### config.mk
export PLATFORM = sky130hd
export DESIGN_NAME = pc_unit
export DESIGN_NICKNAME = d
export VERILOG_FILES = /design/src/rtl/pc_unit.sv
export SDC_FILE = /design/constraint.sdc
export NUM_CORES = 1
export LEC_CHECK = 0
export CORE_AREA = 4 4 96 143
export CTS_BUF_LIST = sky130_fd_sc_hd__clkbuf_16
export DETAILED_ROUTE_END_ITERATION = 8
export DIE_AREA = 0 0 100 147
export PLACE_DENSITY_LB_ADDON = 0.25
export SETUP_SLACK_MARGIN = 0.2
export SLEW_MARGIN = 20
export SYNTH_ARGS = -nofsm -noshare
export SYNTH_HDL_FRONTEND = slang
export SYNTH_SLANG_ARGS = --single-unit
### constraint.sdc
create_clock -name clk -period 3 [get_ports clk]
set_input_delay 0.6 -clock clk [delete_from_list [all_inputs] [get_ports clk]]
set_output_delay 0.6 -clock clk [all_outputs]
set_load 0.02 [all_outputs]
### src/rtl/pc_unit.sv
// Fetch-stage PC register: next-PC select (reset > req > stall > jump > branch > seq), BD tracking, AdEL check.
// Latency: one cycle from D-stage control to F_PC; stall holds PC/BD, req overrides stall.
module pc_unit #(
  parameter int unsigned       PC_W       = 32,
  parameter logic [PC_W-1:0]   RESET_PC   = PC_W'(32'h0000_3000),
  parameter logic [PC_W-1:0]   HANDLER_PC = PC_W'(32'h0000_4180),
  parameter logic [PC_W-1:0]   IM_BASE    = PC_W'(32'h0000_3000),
  parameter logic [PC_W-1:0]   IM_LIMIT   = PC_W'(32'h0000_6FFC)
) (
  input  logic            clk,
  input  logic            reset,
  input  logic            stall,
  input  logic            req,
  input  logic [PC_W-1:0] D_PC,
  input  logic [25:0]     instr_index_offset,
  input  logic [PC_W-1:0] regester,
  input  logic [PC_W-1:0] EPC,
  input  logic            branch,
  input  logic            condition,
  input  logic [1:0]      jump,
  output logic [PC_W-1:0] F_PC,
  output logic            F_BD,
  output logic [4:0]      F_excode,
  output logic            F_valid
);

  localparam logic [1:0] JMP_NONE = 2'd0;
  localparam logic [1:0] JMP_IDX  = 2'd1;
  localparam logic [1:0] JMP_REG  = 2'd2;
  localparam logic [1:0] JMP_EPC  = 2'd3;

  logic [PC_W-1:0] pc_q, pc_d;
  logic            bd_q, bd_d;
  logic [PC_W-1:0] seq_pc;
  logic [PC_W-1:0] idx_target;
  logic [PC_W-1:0] br_target;
  logic [PC_W-1:0] br_disp;
  logic            illegal;

  assign seq_pc  = pc_q + PC_W'(4);
  assign br_disp = {{(PC_W-18){instr_index_offset[15]}}, instr_index_offset[15:0], 2'b00};
  assign br_target = D_PC + PC_W'(4) + br_disp;

  // Region bits above the 256 MB segment come from the D-stage PC.
  always_comb begin
    idx_target       = D_PC;
    idx_target[27:0] = {instr_index_offset, 2'b00};
  end

  always_comb begin
    pc_d = pc_q;
    bd_d = bd_q;
    if (req) begin
      pc_d = HANDLER_PC;
      bd_d = 1'b0;
    end else if (!stall) begin
      unique case (jump)
        JMP_IDX: begin
          pc_d = idx_target;
          bd_d = 1'b1;
        end
        JMP_REG: begin
          pc_d = regester;
          bd_d = 1'b1;
        end
        JMP_EPC: begin
          pc_d = EPC;
          bd_d = 1'b0;
        end
        JMP_NONE: begin
          pc_d = (branch && condition) ? br_target : seq_pc;
          bd_d = branch;
        end
        default: begin
          pc_d = seq_pc;
          bd_d = 1'b0;
        end
      endcase
    end
  end

  always_ff @(posedge clk) begin
    if (reset) begin
      pc_q <= RESET_PC;
      bd_q <= 1'b0;
    end else begin
      pc_q <= pc_d;
      bd_q <= bd_d;
    end
  end

  assign illegal  = (pc_q[1:0] != 2'b00) || (pc_q < IM_BASE) || (pc_q > IM_LIMIT);
  assign F_PC     = pc_q;
  assign F_BD     = bd_q;
  assign F_excode = illegal ? 5'd4 : 5'd0;
  assign F_valid  = !illegal;

endmodule

==> metrics.md <==
| Metric | Value |
|---|---|
| Critical Path, Cell by Cell | buf_6 > ha_4 > ha_4 > inv_2 > fa_2 > nand2b_4 > a21oi_2 > a211o_1 > a21oi_4 > o21ai_2 > nand3_2 > nand3_2 > or4b_1 > o211ai_1 |
| Clock tree buffer depth | 2 |
| DRC | 0 |
| Startpoint types | primary input |
| Delay-heaviest family, CP | simple AND/OR/NAND/NOR gates |
| Period minus WS final | 2820 ps |
| RePlAce Congestion | 0.972 |
| Worst Setup End Kind | register |
| DPL Wire Length | 16800 um |
| Worst Hold Depth | 2 |
| Port-buffer cells | 164 |
| Max-slew violation count | 0 |
| CP Max Fanout | 4 |
| Post-DR vias/cell | 5.84 |
| Total track usage | 0.285 |
| Syn_area_per_cell | 7.48 um^2 |
| Fillcell total | 1053 |
| DRT Pass-1 Iters | 6 |
| Crit-path slowest cell | or4b_1 |
| Leakage | 3.42 nW |
| Clk pwr share | 0.204 |
| Yosys warns | 0 |
| Cell Area, Synth | 4910 um^2 |
| N_diodes | 0 |
| Worst slew pin tran | 687 ps |
| Fmax | 354 MHz |
| Share of layout cells above drive strength 1 | 0.296 |
| Crit path launch | D_PC[3] |
| Worst Skew | 8.51 ps |
| Area occupied by multi-input gates | 4740 um^2 |
| Starting Density | 0.395 |
| Sequential share of power | 0.197 |
| Core ar. | 12400 um^2 |
| Post-DP Area | 7420 um^2 |
| Die area | 14700 um^2 |
| Status | finished clean |
| Worst min path class | register to register |
| DRT iter0 DRCs | 391 |
| Final worst-path cycle share | 0.940 |
| Cell Count Post-Placement | 1041 |
| First-pass GRT wire length | 33300 um |
| EDFF count, synth | 0 |
| Worst path bufs/invs | 2 |
| Flops & latches, synth | 33 |
| CP arrival | 3030 ps |
| Synth unique cells | 67 |
| CTS tree | built |
| Final Power | 2.52 mW |
| Sw Share | 0.380 |
| Crit path required time | 3210 ps |
| Vias | 6253 |
| Die Wd | 100 um |
| Number of global-route vias before repair | 6708 |
| Synth Flop Type | dfxtp_1 |
| Synth async-reset ratio | 0 |
| Row count | 50 |
| Max-Slew Margin vs Limit | 0.540 |
| Inserted Clock Buffers | 5 |
| P&R area growth vs syn | 70.6% |
| Clk slew on worst S/H paths | 60 ps |
| Clk_lat worst skew | 290 ps |
| Reg2Reg Launch Point | F_PC[3] |
| I/O pin total | 169 |
| # setup viols final | 0 |
| Post-synthesis sequential area ratio | 0.134 |
| Most frequent cells in the layout | clkdlybuf4s50_1 (121), buf_4 (121), nand2_1 (61), a21oi_1 (59), nor2_1 (47) |
| Max cap viols | 0 |
| CTS Hold Bufs | 0 |
| CP Capture Point | F_PC[25] |
| Reg area | 661 um^2 |
| WP depth | 14 |
| Final non-filler cell total | 1070 |
| Initial antenna violation count | 0 |
| Hold Worst Slack | 527 ps |
| Clock Sinks | 33 |
| Detail Route Antenna Nets | 0 |
| Post-route cell area | 8380 um^2 |
| Reg-to-reg endpoint | F_PC[28] |
| FF-to-FF setup slack | 550 ps |
| Total power divided by cell area | 301 nW/um^2 |
| NetSw | 958 uW |
| Slowest stage delay, CP | 440 ps |
| Unrepaired setup endpoints after global routing | yes |
| GR Overflow Total | 0 |
| Worst reg2reg path depth | 9 |
| Layout Nets | 1102 |
| Final Hold Fails | 0 |
| Post-Synthesis Cells | 657 |
| Fin util | 0.673 |
| # H-tree levels | 2 |
| Int Pwr | 1.56 mW |
| Total wire length | 21700 um |
| Average wire per standard cell | 20.3 um |
| Largest net degree at the start of global routing | 31 |
| Logic pwr share | 0.600 |
| Chip Height | 147 um |
| Peak VDD IR | 237 uV |
| Root buffer cell | clkbuf_16 |
| Crit path kind | primary input to register |
[tightest hold or removal path: stages (launching register included)]
cell	delay (ps)
dfxtp_1	350
a21oi_1	80
nor2_1	70
[cell families after synthesis]
group | share of synthesized area
compound gates | 0.267
xor+xnor | 0.0784
fa+ha+maj | 0.152
buf+inv | 0.0552
flops | 0.134
mux | 0.0988
other cells | 0.000763
simple gates | 0.214
[repair_timing]
| item | 4_1_cts | 5_1_grt |
|---|---|---|
| pin swaps | 53 | 26 |
| setup endpoints to repair | 27 | 15 |
| gates resized for setup | 160 | 25 |
| cloned | 0 | 0 |
| buffers inserted | 20 | 1 |
[synth_stat cells (9+ instances only)]
master | number | share of area
nor3_1 | 14 | 0.014
nor2_1 | 47 | 0.036
dfxtp_1 | 33 | 0.13
o21ai_1 | 14 | 0.014
a21oi_1 | 67 | 0.068
clkbuf_1 | 30 | 0.023
mux2_2 | 10 | 0.023
ha_1 | 58 | 0.15
o21ai_0 | 35 | 0.036
nand4_1 | 14 | 0.018
mux4_2 | 9 | 0.041
xnor2_1 | 23 | 0.041
nand2_1 | 65 | 0.050
inv_1 | 20 | 0.015
nand3_1 | 22 | 0.022
a21o_1 | 16 | 0.024
xor2_1 | 21 | 0.037
mux2i_1 | 17 | 0.035
[per-stage QoR]
step | TNS (ps) | setup slack, ps
finish | 0 | 179
global route | 0 | 101
CTS | 0 | 201
detailed placement | -8570 | -721
global placement | -7860 | -671
floorplan | 0 | 203
[how the worst min path moves through the flow]
stage,start,end,slack [ps]
final,F_BD,F_BD,530
after global routing,F_PC[9],F_PC[9],570
after CTS,F_BD,F_BD,540
after detailed placement,F_BD,F_BD,520
after global placement,F_BD,F_BD,510
after floorplan,F_PC[22],F_PC[22],560
[cell type report]
cell class / count / area share
multi-input combinational: 562 / 0.565
timing repair buffer: 291 / 0.308
sequential: 33 / 0.0788
tap: 156 / 0.0233
clock buffer: 5 / 0.0149
inverter: 20 / 0.00895
clock inverter: 3 / 0.00164
[state kept, by name, indices dropped and copies added, names as in the netlist]
signal and count:
F_BD 1, F_PC 32
[layer usage]
layer	GRT usage	wire length, um	up-vias	part of all wire
met2	0.551	11700	279	0.54
met4	0.134	1020	0	0.047
met3	0.0347	1260	78	0.058
li1	-	-	2947	-
met5	0	0	-	0
met1	0.294	7740	2949	0.36
[power groups by stage]
stage,sequential [mW],combinational [mW],clock (mW)
6_report,0.496,1.51,0.513
5_1_grt,0.498,1.62,0.534
4_1_cts,0.494,1.46,0.517
3_5_place_dp,0.503,1.27,0
3_3_place_gp,0.503,1.26,0
2_1_floorplan,0.522,0.639,0
Note: power is estimated with default switching activity, not from simulation.
